$ cat config.mk
export PLATFORM = sky130hd
export DESIGN_NAME = tl_sequencer
export DESIGN_NICKNAME = d
export VERILOG_FILES = /design/src/rtl/tl_pkg.sv /design/src/rtl/tl_dwell_cnt.sv /design/src/rtl/tl_sequencer.sv
export SDC_FILE = /design/constraint.sdc
export NUM_CORES = 1
export LEC_CHECK = 0
export CORE_ASPECT_RATIO = 1.25
export CORE_MARGIN = 5
export CORE_UTILIZATION = 45
export CTS_BUF_LIST = sky130_fd_sc_hd__clkbuf_2
export DETAILED_ROUTE_END_ITERATION = 10
export PLACE_DENSITY = 0.8
export RECOVER_POWER = 100
export SYNTH_ARGS = -nofsm -noshare
export SYNTH_HDL_FRONTEND = slang
export SYNTH_HIERARCHICAL = 1
export SYNTH_SLANG_ARGS = --single-unit
$ cat constraint.sdc
create_clock -name clk -period 2.8 [get_ports clk]
set_input_delay 0.56 -clock clk [delete_from_list [all_inputs] [get_ports clk]]
set_output_delay 0.56 -clock clk [all_outputs]
set_load 0.05 [all_outputs]
$ cat src/rtl/tl_pkg.sv
// Shared constants for the traffic-light sequencer: state codes, light codes
// and the state-to-lights decode used by tl_sequencer.
package tl_pkg;

  localparam logic [1:0] s0 = 2'b00;
  localparam logic [1:0] s1 = 2'b01;
  localparam logic [1:0] s2 = 2'b10;
  localparam logic [1:0] s3 = 2'b11;

  localparam logic [1:0] GREEN  = 2'b00;
  localparam logic [1:0] YELLOW = 2'b01;
  localparam logic [1:0] RED    = 2'b10;
  localparam logic [1:0] OFF    = 2'b11;

  typedef struct packed {
    logic [1:0] a;
    logic [1:0] b;
  } lights_t;

  function automatic lights_t decode_lights(input logic [1:0] st);
    lights_t lit;
    case (st)
      s0:      lit = '{a: GREEN,  b: RED};
      s1:      lit = '{a: YELLOW, b: RED};
      s2:      lit = '{a: RED,    b: GREEN};
      default: lit = '{a: RED,    b: YELLOW};
    endcase
    return lit;
  endfunction

endpackage

$ cat src/rtl/tl_dwell_cnt.sv
// Dwell counter: counts cycles spent in the current state, saturating at 255.
// Clear has priority over enable.
module tl_dwell_cnt (
  input  logic       clk,
  input  logic       reset_n,
  input  logic       clear,
  input  logic       enable,
  output logic [7:0] count
);

  // NOTE: registers are written with non-blocking assignments so every flop
  // samples pre-edge values, independent of always-block ordering.
  always_ff @(posedge clk or negedge reset_n) begin
    if (!reset_n) begin
      count <= '0;
    end else if (clear) begin
      count <= '0;
    end else if (enable && (count != 8'hFF)) begin
      count <= count + 8'd1;
    end
  end

endmodule

$ cat src/rtl/tl_sequencer.sv
// Traffic-light sequencer: guards requested transitions with minimum-green and
// fixed-yellow dwell times. Optional flashing mode under macro TL_FLASH_EN.
module tl_sequencer
  import tl_pkg::*;
#(
  parameter int YELLOW_CYCLES    = 5,
  parameter int MIN_GREEN_CYCLES = 10
) (
  input  logic       clk,
  input  logic       reset_n,
`ifdef TL_FLASH_EN
  input  logic       flash,
`endif
  input  logic [1:0] nextstate,
  output logic [1:0] state,
  output logic [1:0] La,
  output logic [1:0] Lb,
  output logic       advance,
  output logic       seq_err
);

  localparam logic [7:0] YEL_LAST = 8'(YELLOW_CYCLES - 1);
  localparam logic [7:0] GRN_LAST = 8'(MIN_GREEN_CYCLES - 1);

  logic [7:0] dwell;
  logic [1:0] succ;
  logic       freeze;
  logic       resume;
  logic       change;
  logic       illegal;
  lights_t    lit;

  assign succ = state + 2'd1;

`ifdef TL_FLASH_EN
  logic       flash_q;
  logic [3:0] blink_cnt;

  // The release edge is also frozen so the first cycle back starts at dwell 0.
  assign freeze = flash | flash_q;
  assign resume = flash_q & ~flash;

  always_ff @(posedge clk or negedge reset_n) begin
    if (!reset_n) begin
      flash_q   <= 1'b0;
      blink_cnt <= '0;
    end else begin
      flash_q   <= flash;
      blink_cnt <= flash_q ? blink_cnt + 4'd1 : 4'd0;
    end
  end
`else
  assign freeze = 1'b0;
  assign resume = 1'b0;
`endif

  // NOTE: every signal written here gets a default first, so no path through
  // the block leaves a value unassigned and no latch is inferred.
  always_comb begin
    change  = 1'b0;
    illegal = 1'b0;
    if (!freeze) begin
      illegal = (nextstate != state) && (nextstate != succ);
      if (state[0]) begin
        change = (dwell == YEL_LAST);
      end else begin
        change = (nextstate == succ) && (dwell >= GRN_LAST);
      end
    end
  end

  always_ff @(posedge clk or negedge reset_n) begin
    if (!reset_n) begin
      state   <= s0;
      advance <= 1'b0;
      seq_err <= 1'b0;
    end else begin
      if (change) begin
        state <= succ;
      end
      advance <= change;
      seq_err <= seq_err | illegal;
    end
  end

  tl_dwell_cnt u_dwell (
    .clk    (clk),
    .reset_n(reset_n),
    .clear  (change | resume),
    .enable (~freeze),
    .count  (dwell)
  );

  // Lights depend on registers only, never directly on inputs.
  always_comb begin
    lit = decode_lights(state);
`ifdef TL_FLASH_EN
    if (flash_q) begin
      lit = blink_cnt[3] ? '{a: OFF, b: OFF} : '{a: YELLOW, b: YELLOW};
    end
`endif
  end

  assign La = lit.a;
  assign Lb = lit.b;

endmodule

==> flow_summary.yaml <==
power_and_ir_drop:
  p_int_w: 0.000483
  p_comb_frac: 0.572
  p_switching_w: 0.000536
  power.density_nw_per_um2: 1040
  irDropWorstVdd_mv: 0.553
  swShare: 0.526
  p_leak_nw: 0.438
  seqPwrFrac: 0.333
  p_clk_frac: 0.094
sta:
  worstMarginPinSlew_ps: 556
  clock_skew_ps: 22.0
  max_freq_ghz: 0.382
  rsz0062_at_grt: "no"
  period_needed_ps: 2620
  setup_viol: 0
  slew_violations: 0
  hold_viol: 0
  tns_ps: 0
  timing.final.ws_setup_ps: 185
  slew_headroom: 0.628
  fin_crit_sh: 0.934
grt:
  grt_usage: 0.133
  grt_pass1_wl_um: 2950
  grt_max_degree: 13
  grt-ovfl-total: 0
  antenna_found_initial: 0
  first_global_vias: 680
synthesis:
  yosys_most_used_dff: "dfrtp_1"
  synthArstFlopShare: 1.00
  yosysWarnings: 6
  syn_inst: 88
  synth_area_um2: 837
  synth_seq_cells: 12
  synth_cell_types: 38
  syn_area_per_cell_um2: 9.51
  synth_enable_flop_cells: 0
  yosysSeqAreaShare: 0.359
  synth_nets: 98
worst_hold_path:
  hold_path_class: "reg2reg"
worst_setup_path:
  crit_type: "reg2out"
  critPathArrivalTime_ps: 2060
  worst_setup_path_start_kind: "flop"
  cp-end-kind: "output pin"
  required_ps: 2240
  cp_max_fo: 9
cts:
  ctsResizeCount: 0
  clkTransAtPathRegs_ps: 140
  clockRootBuffer: "clkbuf_2"
  clock_sinks: 12
  hold_buffers: 0
  cts_setup_buffers: 0
  h-tree-depth: 1
  numCtsBuffers: 3
  clk_path_buf_depth: 2
  cts_tree: "built"
  worstSkewPairLatency_ps: 290
placed_design:
  placed_area_um2: 962
  hpwl_um: 1220
  place.gp.congestion: 0.844
  dp_slack_ps: 483
  port_buffers: 11
run_status:
  outcome: "finished, final reports clean"
route:
  routedWlPerCell_um: 14.1
  avgViaCountPerCell: 5.91
  dr.pass1.iters: 4
  num_vias: 709
  route.detailed.drc: 0
  first_iter_violations: 11
  wl_um: 1690
  drtAntennaViolNets: 0
job:
  max-cap-violations: 0
finish:
  final_common_cell: "dfrtp_1"
  num-nets-final: 112
  mostFrequentLayoutCells: "12 x dfrtp_1, 7 x nand2_1, 7 x dlygate4sd3_1"
  n_fill_cell: 158
  area_growth_pct: 17.2
  antenna_cells: 0
  design_area_um2: 981
  layout-drive-gt1-share: 0.109
die:
  die_w_um: 48.6
  die_height_um: 58.2
  placeableCoreArea_um2: 1770
  rows: 17
  pin_count: 12
  dieArea_um2: 2830
  initial_core_util: 0.474
-- power groups by stage --
stage	clock, W	sequential, W	combinational [W]
after floorplan	0	0.000380	0.000403
after global placement	0	0.000336	0.000580
after detailed placement	0	0.000342	0.000603
after CTS	0.0000968	0.000339	0.000604
after global routing	0.000110	0.000353	0.000643
final	0.0000960	0.000340	0.000583
-- logic make-up (layout without fill, tap and decap cells) --
logic type / after synthesis / in the layout / synth area share
AO/OA/AOI/OAI: 16 / 16 / 0.148
adder cells (fa/ha/maj): 6 / 6 / 0.0897
multiplexers: 4 / 4 / 0.0508
XOR/XNOR: 3 / 3 / 0.0314
other: 1 / 1 / 0.00448
buffers and inverters: 7 / 20 / 0.0329
AND/OR/NAND/NOR: 39 / 39 / 0.284
flip-flops: 12 / 12 / 0.359
-- per-stage QoR --
stage / power [W] / hold WS, ps / cells / util
finish: 0.00102 / 476 / 120 / 0.556
global route: 0.00111 / 489 / 120 / 0.556
CTS: 0.00104 / 483 / 120 / 0.556
detailed placement: 0.000945 / 454 / 116 / 0.545
global placement: 0.000916 / 457 / 116 / 0.545
floorplan: 0.000783 / 264 / 88 / -
-- worst max-delay path, cell delays in order (launching register included) --
cell             delay, ps
dfrtp_1                510
inv_1                  100
ha_1                   200
or2_2                  270
clkdlybuf4s50_1        700
-- registers in the layout, indices dropped and copies added, names as in the netlist --
signal and count:
state 2, advance 1, seq_err 1, u_dwell/count 8
-- synthesized netlist by cell type, drive strengths merged (2+ instances only) --
library cell / number / area share
a21oi: 4 / 0.024
and4: 2 / 0.022
dfrtp: 12 / 0.36
ha: 6 / 0.090
inv: 5 / 0.022
mux2: 2 / 0.027
mux2i: 2 / 0.024
nand2: 7 / 0.031
nand2b: 5 / 0.037
nand3: 4 / 0.030
nor2: 6 / 0.027
nor2b: 3 / 0.022
nor3: 4 / 0.024
nor4: 2 / 0.033
o21ai: 2 / 0.012
xor2: 3 / 0.031
-- cell type report --
class,instances,area (um2),share of cell area
clock inverter,1,3.75,0.00383
clock buffer,3,15.0,0.0153
sequential,12,300,0.306
tap,19,23.8,0.0242
inverter,5,18.8,0.0191
timing repair buffer,11,110,0.112
multi-input combinational,69,509,0.519
-- layer usage --
metal | vias up | share of wire | wire length (um) | GRT usage
met5 | - | 0 | 0 | 0
met4 | 0 | 0.014 | 23 | 0.0923
met3 | 4 | 0.062 | 104 | 0.0514
met2 | 29 | 0.50 | 844 | 0.203
met1 | 336 | 0.42 | 718 | 0.150
li1 | 340 | - | - | -
-- final timing paths --
check                      slack [ps]      from  cells after the start               end
setup / recovery                  180  state[0]                      4             La[1]
hold / removal                    480   seq_err                      1           seq_err
setup reg to reg                  610  state[1]                      8  u_dwell/count[3]
hold reg to reg                   480   seq_err                      1           seq_err
max in group asynchronous        1740   reset_n                      1          state[0]
min in group asynchronous         670   reset_n                      1  u_dwell/count[7]
No activity file was read; power rests on OpenSTA's default activity.
